==> config.mk <==
export PLATFORM = sky130hd
export DESIGN_NAME = alu_mul_seq
export DESIGN_NICKNAME = d
export VERILOG_FILES = /design/src/rtl/opcodes.sv /design/src/rtl/alu_mul_seq.sv
export SDC_FILE = /design/constraint.sdc
export NUM_CORES = 1
export LEC_CHECK = 0
export CAP_MARGIN = 10
export CORE_AREA = 2 2 92 94
export CTS_CLUSTER_DIAMETER = 200
export DETAILED_ROUTE_END_ITERATION = 7
export DIE_AREA = 0 0 94 96
export GPL_ROUTABILITY_DRIVEN = 1
export PLACE_DENSITY_LB_ADDON = 0.08
export SETUP_SLACK_MARGIN = 0.5
export SYNTH_ARGS = -nofsm -noshare
export SYNTH_HDL_FRONTEND = slang
export SYNTH_SLANG_ARGS = --single-unit
==> constraint.sdc <==
create_clock -name Clock -period 1.8 [get_ports Clock]
set_input_delay 0.18 -clock Clock [delete_from_list [all_inputs] [get_ports Clock]]
set_output_delay 0.18 -clock Clock [all_outputs]
set_load 0.01 [all_outputs]
==> src/rtl/opcodes.sv <==
// rtl/opcodes.sv - shared alu opcodes, flag indices and multiply-sequencer types
package opcodes;

    localparam int unsigned FLAGS_Z = 0;
    localparam int unsigned FLAGS_N = 1;
    localparam int unsigned FLAGS_C = 2;
    localparam int unsigned FLAGS_V = 3;

    typedef enum logic [3:0] {
        FnA   = 4'h0,
        FnB   = 4'h1,
        FnADD = 4'h2,
        FnSUB = 4'h3,
        FnAND = 4'h4,
        FnOR  = 4'h5,
        FnXOR = 4'h6,
        FnNOT = 4'h7
    } alu_functions_t;

    typedef enum logic [1:0] {
        IDLE = 2'd0,
        STEP = 2'd1,
        DONE = 2'd2
    } alu_mseq_state_t;

    localparam int unsigned MUL_STEPS = 16;

endpackage

==> src/rtl/alu_mul_seq.sv <==
// rtl/alu_mul_seq.sv - 16x16 shift-add multiplier borrowing the shared alu one step per grant
module alu_mul_seq
    import opcodes::*;
#(
    parameter int unsigned STALL_LIMIT = 64
) (
    input  logic           Clock,
    input  logic           Reset,
    input  logic           Start,
    input  logic [15:0]    OpA,
    input  logic [15:0]    OpB,
    output logic           Busy,
    output logic           Done,
    output logic           Err,
    output logic [15:0]    ProdHi,
    output logic [15:0]    ProdLo,
    output logic           AluReq,
    input  logic           AluGnt,
    output alu_functions_t AluOp,
    output logic [15:0]    AluOp1,
    output logic [15:0]    AluOp2,
    output logic           AluCarryIn,
    input  logic [15:0]    AluResult,
    input  logic [3:0]     AluFlags
);

    localparam int unsigned SW = (STALL_LIMIT > 1) ? $clog2(STALL_LIMIT) : 1;
    localparam logic [SW-1:0] STALL_LAST = SW'(STALL_LIMIT - 1);
    localparam logic [3:0]    COUNT_LAST = 4'(MUL_STEPS - 1);

    alu_mseq_state_t state_q, state_d;
    logic [15:0]     hi_q, hi_d;
    logic [15:0]     lo_q, lo_d;
    logic [15:0]     mcand_q, mcand_d;
    logic [3:0]      count_q, count_d;
    logic [SW-1:0]   stall_q, stall_d;
    logic            busy_q, busy_d;
    logic            done_q, done_d;
    logic            err_q, err_d;
    logic            alu_flags_unused;

    assign alu_flags_unused = ^AluFlags;

    always_comb begin
        state_d = state_q;
        hi_d    = hi_q;
        lo_d    = lo_q;
        mcand_d = mcand_q;
        count_d = count_q;
        stall_d = stall_q;
        err_d   = 1'b0;
        unique case (state_q)
            IDLE: begin
                if (Start) begin
                    mcand_d = OpA;
                    hi_d    = 16'h0000;
                    lo_d    = OpB;
                    count_d = 4'd0;
                    stall_d = '0;
                    state_d = STEP;
                end
            end
            STEP: begin
                if (AluGnt) begin
                    // Carry out of the add becomes the new top bit as the pair shifts right.
                    {hi_d, lo_d} = {AluFlags[FLAGS_C], AluResult, lo_q[15:1]};
                    count_d      = count_q + 4'd1;
                    stall_d      = '0;
                    if (count_q == COUNT_LAST) begin
                        state_d = DONE;
                    end
                end else begin
                    stall_d = stall_q + 1'b1;
                    if ((STALL_LIMIT != 0) && (stall_q == STALL_LAST)) begin
                        state_d = DONE;
                        err_d   = 1'b1;
                        hi_d    = 16'h0000;
                        lo_d    = 16'h0000;
                    end
                end
            end
            DONE: begin
                state_d = IDLE;
            end
            default: begin
                state_d = IDLE;
            end
        endcase
        busy_d = (state_d == STEP);
        done_d = (state_d == DONE);
    end

    always_ff @(posedge Clock or posedge Reset) begin
        if (Reset) begin
            state_q <= IDLE;
            hi_q    <= 16'h0000;
            lo_q    <= 16'h0000;
            mcand_q <= 16'h0000;
            count_q <= 4'd0;
            stall_q <= '0;
            busy_q  <= 1'b0;
            done_q  <= 1'b0;
            err_q   <= 1'b0;
        end else begin
            state_q <= state_d;
            hi_q    <= hi_d;
            lo_q    <= lo_d;
            mcand_q <= mcand_d;
            count_q <= count_d;
            stall_q <= stall_d;
            busy_q  <= busy_d;
            done_q  <= done_d;
            err_q   <= err_d;
        end
    end

    // Alu-facing signals follow the current state so the external mux sees them in the grant cycle.
    always_comb begin
        AluReq     = (state_q == STEP);
        AluOp      = (state_q == STEP) ? FnADD : FnA;
        AluOp1     = (state_q == STEP) ? hi_q : 16'h0000;
        AluOp2     = ((state_q == STEP) && lo_q[0]) ? mcand_q : 16'h0000;
        AluCarryIn = 1'b0;
    end

    assign Busy   = busy_q;
    assign Done   = done_q;
    assign Err    = err_q;
    assign ProdHi = hi_q;
    assign ProdLo = lo_q;

endmodule
==> results.json <==
{
  "run_status": "finished, final reports clean",
  "fin_crit_ns": 1.69,
  "worstSetupStartpointType": "register",
  "tns_ns": 0,
  "place_ws_ns": 0.0276,
  "synth_most_common_cell": "dfrtp_1",
  "worstSetupPathType": "reg -> reg",
  "placedCellCount": 497,
  "synth_ff_type": "dfrtp_1",
  "initial_utilization": 0.383,
  "clk-insertion-delay-late_ns": 0.35,
  "mean_post_synth_cell_area_um2": 11.1,
  "yosysTopAreaCell": "dfrtp_1",
  "setup_repair_after_global_routing_missed_its_margin": "true",
  "netlist_instances": 278,
  "r2r_setup_slack_ns": 0.11,
  "synth_area_mm2": 0.00309,
  "synth_top_area_frac": 0.511,
  "port_buffers": 121,
  "drv_cap": 0,
  "p_seq_frac": 0.326,
  "area_delta_synth_final_pct": 73.5,
  "max_slew_violations": 0,
  "netSwitchingPower_uw": 2370,
  "remaining_global_route_overflow": 0,
  "ios": 129,
  "critPathArrivalTime_ns": 1.93,
  "drcViolationCount": 0,
  "cts-root-buf": "clkbuf_8",
  "yosys_warnings": 0,
  "average_wire_per_cell_in_the_routed_design_um": 16.3,
  "power.switching_fraction": 0.336,
  "die_h_um": 96,
  "drtAntennaViolNets": 0,
  "register_clock_pin_slew_on_the_reported_worst_setup_and_hold_paths_ns": 0.08,
  "diodes": 0,
  "vias": 2701,
  "p_per_area_mw_per_mm2": 1320,
  "yosys-top-cells-count": "63 x dfrtp_1, 42 x nand2_1, 19 x nand3_1",
  "fmax_mhz": 592,
  "setup_slack_ns": 0.109,
  "finalWeightedCongestion": 0.788,
  "antenna_found_initial": 0,
  "drtPass1Iterations": 4,
  "cts-htree-levels": 3,
  "via_per_inst": 4.91,
  "post_cts_hold_buffer_count": 0,
  "final-setup-viol-count": 0,
  "post_route_cells_drive_above_1_share": 0.420,
  "hold_viol_final": 0,
  "ys_ff_latch": 63,
  "grt_max_degree": 33,
  "fin_crit_sh": 0.939,
  "clock-skew-final_ns": 0.0102,
  "synth_area_leaders": "dfrtp_1 51%, mux2_4 6.8%, mux2_2 6.6%",
  "leakagePower_uw": 0.00259,
  "design.final.nets": 498,
  "core.rowCount": 33,
  "synth.yosys.seq_area_share": 0.511,
  "totalWireLength_um": 8960,
  "cts_buffers": 9,
  "post_synth_num_cell_types": 34,
  "worst_setup_path_end_kind": "register",
  "cts_tree": "built",
  "clock_sink_count": 63,
  "fin_worst_hold_slack_ns": 0.187,
  "ctsLongestPathBuffers": 2,
  "timing.critical_path.required_ns": 2.04,
  "drt-initial-drc-count": 115,
  "total_grt_usage": 0.195,
  "postSynth.asyncResetShare": 1.00,
  "postPlaceCellArea_mm2": 0.00459,
  "max-vdd-ir-drop_uv": 633,
  "hold_path_class": "in -> async",
  "count_of_flip_flops_with_a_built_in_enable_after_synthesis": 0,
  "worstPathMaxFanout": 6,
  "power_share_of_the_combinational_group": 0.497,
  "global_route_wire_length_before_repair_um": 13500,
  "core_area_mm2": 0.00805,
  "layoutNonFillerInstCount": 550,
  "die_area_mm2": 0.00902,
  "number_of_global_route_vias_before_repair": 2591,
  "internal_power_uw": 4680,
  "clock_power_frac": 0.177,
  "fin_area_mm2": 0.00535,
  "dp.final_hpwl_um": 5360,
  "die_w_um": 94
}
-- per-layer routing --
| layer | GRT usage | vias up | routed length (µm) |
|---|---|---|---|
| li1 | - | 1288 | - |
| met1 | 0.266 | 1323 | 3990 |
| met2 | 0.310 | 75 | 4390 |
| met3 | 0.0329 | 15 | 403 |
| met4 | 0.0797 | 0 | 178 |
| met5 | 0 | - | 0 |
-- power groups by stage --
stage	sequential [µW]	combinational, µW	clock (µW)
6_report	2300	3510	1250
3_3_place_gp	2330	2960	0
4_1_cts	2290	3270	1280
3_5_place_dp	2350	3000	0
5_1_grt	2380	3770	1340
2_1_floorplan	2370	1620	0
-- registers in the layout, indices dropped and copies added, names as in the netlist, 2 cells and up --
name     count
mcand_q     16
stall_q      6
state_q      2
ProdHi      16
ProdLo      16
count_q      4
-- placed cells by master, fill, tap and decap left out, drive strengths merged, types with 2 or more instances in the layout --
master / instances
o22ai: 2
a22o: 18
dfrtp: 63
nand2b: 2
o21ai: 11
mux2: 32
nor2: 6
ha: 2
nor3: 2
and3: 18
clkinvlp: 2
a21oi: 4
nand2: 42
clkdlybuf4s50: 52
clkbuf: 11
dlygate4sd2: 34
inv: 6
nand3: 19
and2: 19
clkinv: 8
buf: 78
conb: 4
-- cell families (layout without fill, tap and decap cells) --
group	count (synthesis)	in the layout	synth area share
and+or+nand+nor	112	112	0.186
DFF	63	63	0.511
AOI/OAI and AO/OA	37	37	0.0900
muxes	33	33	0.137
buffers and inverters	28	192	0.0608
adders and majority gates	2	2	0.00811
xor gates and xnor gates	2	2	0.00568
other	1	4	0.00122
-- per-stage QoR --
step           total power (µW)   util
2_1_floorplan              4000      -
3_3_place_gp               5290  0.570
3_5_place_dp               5350  0.570
4_1_cts                    6830  0.637
5_1_grt                    7490  0.665
6_report                   7060  0.665
-- path summary, 6_finish.rpt --
path,from,to,cells after the start
worst max-delay path,stall_q[0],ProdLo[8],6
worst min-delay path,Reset,mcand_q[0],2
worst max register to register,stall_q[0],ProdLo[8],6
worst min register to register,mcand_q[2],mcand_q[2],1
max in group asynchronous,Reset,Err,3
min in group Clock,AluResult[12],ProdHi[11],2
-- critical path: stages (launching register included) --
cell and delay, ns:
dfrtp_1 0.39, ha_2 0.20, and3_4 0.20, o21ai_4 0.24
buf_12 0.15, buf_16 0.11, mux2_4 0.30
-- final cells by class --
type	count	area [µm²]
clock buffers	9	124
flip-flops and latches	63	1580
repair inverters	6	90.1
well taps	105	131
fillers	652	2700
inverters	4	31.3
repair buffers	166	1730
clock inverters	7	73.8
multi-input cells	190	1600
-- repair_timing --
action                     in CTS  in global routing
cloned                          7                  2
hold endpoints to repair        0                  0
setup buffers                  20                  8
setup endpoints to repair     125                 95
pin swaps                      24                 12
resized for setup             232                 35
Note: power is estimated with default switching activity, not from simulation.
